[config.mk]
export PLATFORM = sky130hd
export DESIGN_NAME = puf_resp_collector
export DESIGN_NICKNAME = d
export VERILOG_FILES = /design/src/rtl/puf_resp_collector.sv
export SDC_FILE = /design/constraint.sdc
export NUM_CORES = 1
export LEC_CHECK = 0
export BUFFER_PORTS_ARGS = -buffer_cell sky130_fd_sc_hd__clkbuf_2
export CAP_MARGIN = 20
export CORE_MARGIN = 10
export CORE_UTILIZATION = 34
export CTS_BUF_LIST = sky130_fd_sc_hd__clkbuf_8
export CTS_CLUSTER_SIZE = 14
export DETAILED_ROUTE_END_ITERATION = 10
export PLACE_DENSITY = 0.64
export SYNTH_ARGS = -nofsm -noshare
export SYNTH_HDL_FRONTEND = slang
export SYNTH_SLANG_ARGS = --single-unit
[constraint.sdc]
create_clock -name clk -period 1.89 [get_ports clk]
set_input_delay 0.2835 -clock clk [delete_from_list [all_inputs] [get_ports clk]]
set_output_delay 0.2835 -clock clk [all_outputs]
set_load 0.05 [all_outputs]
[src/rtl/puf_resp_collector.sv]
// puf_resp_collector: requests challenges, majority-votes REPEAT PUF evaluations per bit
// and shifts the voted bits into a RESP_BITS-wide key with instability and timeout reporting.
module puf_resp_collector #(
    parameter int CHAL_W    = 128,
    parameter int RESP_BITS = 32,
    parameter int REPEAT    = 3,
    parameter int TIMEOUT   = 255
) (
    input  logic                 clk,
    input  logic                 rst,
    input  logic                 start,
    output logic                 busy,
    output logic                 done,
    output logic                 error,
    output logic [RESP_BITS-1:0] key,
    output logic [6:0]           unstable_cnt,
    output logic                 rng_request,
    input  logic                 rng_ready,
    input  logic [CHAL_W-1:0]    rng_challenge,
    output logic [CHAL_W-1:0]    puf_challenge,
    output logic                 puf_start,
    input  logic                 puf_valid,
    input  logic                 puf_bit
);
    typedef enum logic [2:0] {IDLE, REQ, WAIT_RNG, EVAL, WAIT_PUF, DECIDE, DONE} state_t;

    state_t                state_q, state_d;
    logic [RESP_BITS-1:0]  key_q, key_d;
    logic [6:0]            unst_q, unst_d;
    logic                  err_q, err_d;
    logic [CHAL_W-1:0]     chal_q, chal_d;
    logic [6:0]            bit_idx_q, bit_idx_d;
    logic [3:0]            eval_q, eval_d;
    logic [3:0]            ones_q, ones_d;
    logic [7:0]            tmo_q, tmo_d;
    logic                  tmo_hit, vote, split;

    always_comb begin
        tmo_hit = tmo_q == 8'(TIMEOUT);
        vote    = {1'b0, ones_q} << 1 > 5'(REPEAT);
        split   = ones_q != 4'd0 && ones_q != 4'(REPEAT);
    end

    always_ff @(posedge clk) begin
        if (rst) begin
            state_q   <= IDLE;
            key_q     <= '0;
            unst_q    <= '0;
            err_q     <= 1'b0;
            chal_q    <= '0;
            bit_idx_q <= '0;
            eval_q    <= '0;
            ones_q    <= '0;
            tmo_q     <= '0;
        end else begin
            state_q   <= state_d;
            key_q     <= key_d;
            unst_q    <= unst_d;
            err_q     <= err_d;
            chal_q    <= chal_d;
            bit_idx_q <= bit_idx_d;
            eval_q    <= eval_d;
            ones_q    <= ones_d;
            tmo_q     <= tmo_d;
        end
    end

    always_comb begin
        state_d = state_q;
        case (state_q)
            IDLE:     state_d = start ? REQ : IDLE;
            REQ:      state_d = WAIT_RNG;
            WAIT_RNG: state_d = rng_ready ? EVAL : (tmo_hit ? DONE : WAIT_RNG);
            EVAL:     state_d = WAIT_PUF;
            WAIT_PUF: state_d = puf_valid ? (eval_q + 4'd1 == 4'(REPEAT) ? DECIDE : EVAL)
                                          : (tmo_hit ? DONE : WAIT_PUF);
            DECIDE:   state_d = bit_idx_q + 7'd1 == 7'(RESP_BITS) ? DONE : REQ;
            default:  state_d = IDLE;
        endcase
    end

    // Datapath; the wait counter only runs inside the two wait states, so it restarts on entry.
    always_comb begin
        key_d     = key_q;
        unst_d    = unst_q;
        err_d     = err_q;
        chal_d    = chal_q;
        bit_idx_d = bit_idx_q;
        eval_d    = eval_q;
        ones_d    = ones_q;
        tmo_d     = (state_q == WAIT_RNG || state_q == WAIT_PUF) ? tmo_q + 8'd1 : 8'd0;
        case (state_q)
            IDLE: if (start) begin
                key_d     = '0;
                unst_d    = '0;
                err_d     = 1'b0;
                bit_idx_d = '0;
                ones_d    = '0;
            end
            WAIT_RNG: if (rng_ready) begin
                chal_d = rng_challenge;
                eval_d = '0;
                ones_d = '0;
            end else if (tmo_hit) err_d = 1'b1;
            WAIT_PUF: if (puf_valid) begin
                ones_d = ones_q + {3'b0, puf_bit};
                eval_d = eval_q + 4'd1;
            end else if (tmo_hit) err_d = 1'b1;
            DECIDE: begin
                key_d     = {key_q[RESP_BITS-2:0], vote};
                unst_d    = (split && unst_q != 7'd127) ? unst_q + 7'd1 : unst_q;
                bit_idx_d = bit_idx_q + 7'd1;
            end
            default: ;
        endcase
    end

    always_comb begin
        busy          = state_q != IDLE;
        done          = state_q == DONE;
        rng_request   = state_q == REQ;
        puf_start     = state_q == EVAL;
        error         = err_q;
        key           = key_q;
        unstable_cnt  = unst_q;
        puf_challenge = chal_q;
    end
endmodule

# After elaboration in Yosys (flattened, before gate mapping)
# Index checks and enable logic that the tools add are counted.
[totals]
regBits = 194
in_bits = 134
word_cells = 74
[classes]
add_sub_neg = 5
order_cmp = 1
n_eq_ne = 17
muxes = 25
n_bitwise = 1
reduce_logical = 16
[op_table]
columns = ["op", "count"]
rows = [
  ["$pmux W32 S2", 1],
  ["$mux W32", 1],
  ["$pmux W7 S2", 2],
  ["$pmux W3 S6", 1],
  ["$mux W4", 4],
  ["$mux W3", 5],
  ["$add A7 B1 Y7 const B", 2],
  ["$mux W7", 2],
  ["$ne A2 B2 Y1 const B", 6],
  ["$pmux W4 S3", 1],
  ["$eq A3 B3 Y1 const B", 3],
  ["$add A8 B1 Y8 const B", 1],
  ["$eq A8 B8 Y1 const B", 1],
  ["$pmux W4 S2", 1],
  ["$reduce_and A4 Y1", 2],
  ["$eq A7 B6 Y1 const B", 1],
  ["$ne A7 B7 Y1 const B", 1],
  ["$eq A3 B2 Y1 const B", 2],
  ["$reduce_and A3 Y1", 2],
  ["$reduce_bool A3 Y1", 2],
  ["$gt A5 B2 Y1 const B", 1],
  ["$mux W1", 5],
  ["$add A4 B1 Y4", 1],
  ["$add A4 B1 Y4 const B", 1],
  ["13 further kinds", 16],
]

# Depth between registers and ports, before layout
[logic_depth]
depth_word = 5
ltp_mapped = 7

# Worst setup path before layout
# OpenSTA, ideal clock, no wires.
[synth_timing]
kind = "register -> output"
startpoint = "register state_q[0]"
endpoint = "output port rng_request"
t_arrival_ns = 1.938
t_required_ns = 1.607
setup_slack_ns = -0.331
path_stages_with_launch = 4
cell_sequence = "dfxtp_1 > buf_2 > clkbuf_1 > nor3b_1"
[synth_via]
elab_chain_cells = 1
[synth_rtl]
columns = ["element", "line", "text"]
rows = [
  ["start: declaration", "27", "state_t state_q, state_d;"],
  ["start signal: assignment", "56", "state_q <= state_d;"],
  ["$eq A3 B1 Y1", "121", "rng_request = state_q == REQ;"],
  ["end: declaration", "17", "output logic rng_request,"],
]
# Every way passes these cells.

# Final worst setup path
[layout_timing]
startpoint = "register state_q[2]"
endpoint = "output port busy"
[layout_via]
elab_chain_cells = 1
[layout_rtl]
columns = ["element", "line", "text"]
rows = [
  ["$reduce_bool A3 Y1", "119", "busy = state_q != IDLE;"],
  ["end: declaration", "12", "output logic busy,"],
]
# Every way passes these cells.

==> impl_metrics.tcl <==
set metrics [dict create \
    num_rows 54 \
    dr.pass1.iters 5 \
    critPathBufInv 2 \
    drive_above_1_share_pct 29.3 \
    power.density_nw_per_um2 818 \
    synth.avg_cell_area_um2 8.17 \
    antenna_found_initial 2 \
    clock_skew_ns 0.0171 \
    clk_pin_slew_worst_paths_ns 0.12 \
    die_w_um 169 \
    outcome "completed" \
    slew_viol_final 0 \
    post-route-drc-count 0 \
    worstHoldPathType "in2reg" \
    dieArea_um2 28400 \
    netlist_area_um2 7510 \
    yosys_register_bits 194 \
    fin_worst_hold_slack_ns 0.0413 \
    cts_setup_buffers 0 \
    power_mw 8.58 \
    start_util_pct 34.5 \
    synthesis.nets 1061 \
    nets 1420 \
    path_class "reg2out" \
    ys_warn_count 0 \
    wl_per_cell_um 15.3 \
    syn_inst 919 \
    synth_top_area_share_pct 51.7 \
    cp_slowest_cell "or3_4" \
    cpPeakStageDelay_ns 0.40 \
    yosys-top-cells-count "299 x nand2_1, 194 x dfxtp_1, 176 x a21oi_1" \
    utilization_pct 48.2 \
    vias 7386 \
    crit_family "simple AND/OR/NAND/NOR gates" \
    synth_area_leaders "dfxtp_1 52%, nand2_1 15%, a21oi_1 12%, nand3_1 2.9%, buf_6 2.2%" \
    grt_overflow 0 \
    first_global_vias 7137 \
    rsz0062_at_grt "no" \
    setup-violations-final 0 \
    leakage_nw 4.40 \
    place_area_um2 9230 \
    synth_top_cell_by_area "dfxtp_1" \
    tightest_slew_ns 0.350 \
    detail-route-antenna-nets 0 \
    areaGrowthSynthToFinish_pct 39.8 \
    required_ns 1.61 \
    slew-limit-headroom_pct 76.5 \
    cts_tree "built" \
    fin_area_um2 10500 \
    ir_drop_uv 613 \
    gp_congestion 0.797 \
    postSynth.asyncResetShare_pct 0 \
    dp_hpwl_um 16600 \
    timing.fmax_mhz 551 \
    ios 306 \
    die-height_um 169 \
    cts_root_buf "clkbuf_8" \
    core_um2 21800 \
    final-hold-violation-count 0 \
    start_kind "flop" \
    synth_most_common_cell "nand2_1" \
    finalWirelength_um 24000 \
    numPortBuffers 305 \
    synth-edff-count 0 \
    viasPerCell 4.70 \
    synth-seq-area-share_pct 51.7 \
    grt_pass1_wl_um 37600 \
    clk_latency_ns 0.46 \
    drt_iter0_markers 602 \
    cts_sinks 194 \
    clock_path_buffers 2 \
    synthFlopType "dfxtp_1" \
    track_usage_pct 15.9 \
    path_cells "buf_6 -> or3_4 -> buf_8" \
    grt_max_degree 76 \
    period_share_pct 96.1 \
    synth.distinct_cells 50 \
    cp_max_fo 8 \
    min_period_ns 1.82 \
    cp-end-kind "output pin" \
    drv_cap 0 \
    cts_buffers 17 \
    cp.arrival_ns 1.53 \
    cts_max_level 4 \
]
## registers in the layout, summed over array words and instances, names as in the netlist
name and flops:
puf_challenge 128, key 32, tmo_q 8, bit_idx_q 7, unstable_cnt 7, eval_q 4
ones_q 4, state_q 3, error 1
## where the power goes
| group | internal [mW] | switching [mW] | total [mW] |
|---|---|---|---|
| clock network | 1.18 | 1.69 | 2.87 |
| registers | 4.21 | 0.0688 | 4.28 |
| logic | 0.485 | 0.948 | 1.43 |
| total | 5.88 | 2.70 | 8.58 |
## final cells by class
cell class	count	area (µm²)
Antenna cell	1	2.50
Clock buffer	18	248
Clock inverter	14	186
Fill cell	2145	11300
Inverter	3	11.3
Multi-Input combinational cell	657	3220
Sequential cell	194	3890
Tap cell	280	350
Timing Repair Buffer	405	2590
## layer usage
metal	global-route usage, %	part of all wire, %
met1	18.2	41
met2	27.0	49
met3	5.67	8.0
met4	5.37	2.3
met5	0	0.083
## logic make-up after synthesis
logic type	share of synthesized area (%)
and+or+nand+nor	24.7
muxes	0.417
xor gates and xnor gates	1.63
AOI/OAI and AO/OA	14.6
adders and majority gates	1.33
buffers and inverters	5.60
DFF	51.7
## placed cells by master (no fill, tap or decap), types with 5 or more instances in the layout
| cell | count |
|---|---|
| buf_4 | 13 |
| buf_12 | 7 |
| nor3b_1 | 5 |
| o21ai_0 | 5 |
| dfxtp_1 | 192 |
| dlygate4sd3_1 | 79 |
| inv_8 | 5 |
| clkbuf_8 | 18 |
| ha_1 | 8 |
| xor2_1 | 9 |
| nand3_1 | 44 |
| nor2_1 | 36 |
| a21oi_1 | 176 |
| nand2_1 | 299 |
| and3_1 | 6 |
| nand4_1 | 6 |
| clkbuf_2 | 300 |
| xnor2_1 | 5 |
## what timing repair did
item | in CTS | in global routing
hold buffers | 79 | 0
endpoints found under the setup margin | 3 | 2
gates resized for setup | 7 | 6
endpoints found under the hold margin | 79 | 0
## per-stage QoR
stage	TNS, ns	setup slack, ns	std cells
after floorplan	0	0.150	919
after detailed placement	0	0.240	1460
after CTS	-0.00248	-0.00248	1571
final	0	0.0737	1572
after global placement	0	0.256	1460
after global routing	0	0.00580	1572
## final timing paths
path | from | endpoint | slack [ns] | cells after the start
worst max-delay path | state_q[2] | busy | 0.07 | 3
worst min-delay path | rng_challenge[40] | puf_challenge[40] | 0.04 | 3
worst max register to register | bit_idx_q[0] | state_q[2] | 0.24 | 6
worst min register to register | puf_challenge[91] | puf_challenge[91] | 0.46 | 2
## worst min-delay path, cell delays in order
cell,delay [ns]
clkbuf_2,0.09
nand2_1,0.05
a21oi_1,0.05
Note: power is estimated with default switching activity, not from simulation.
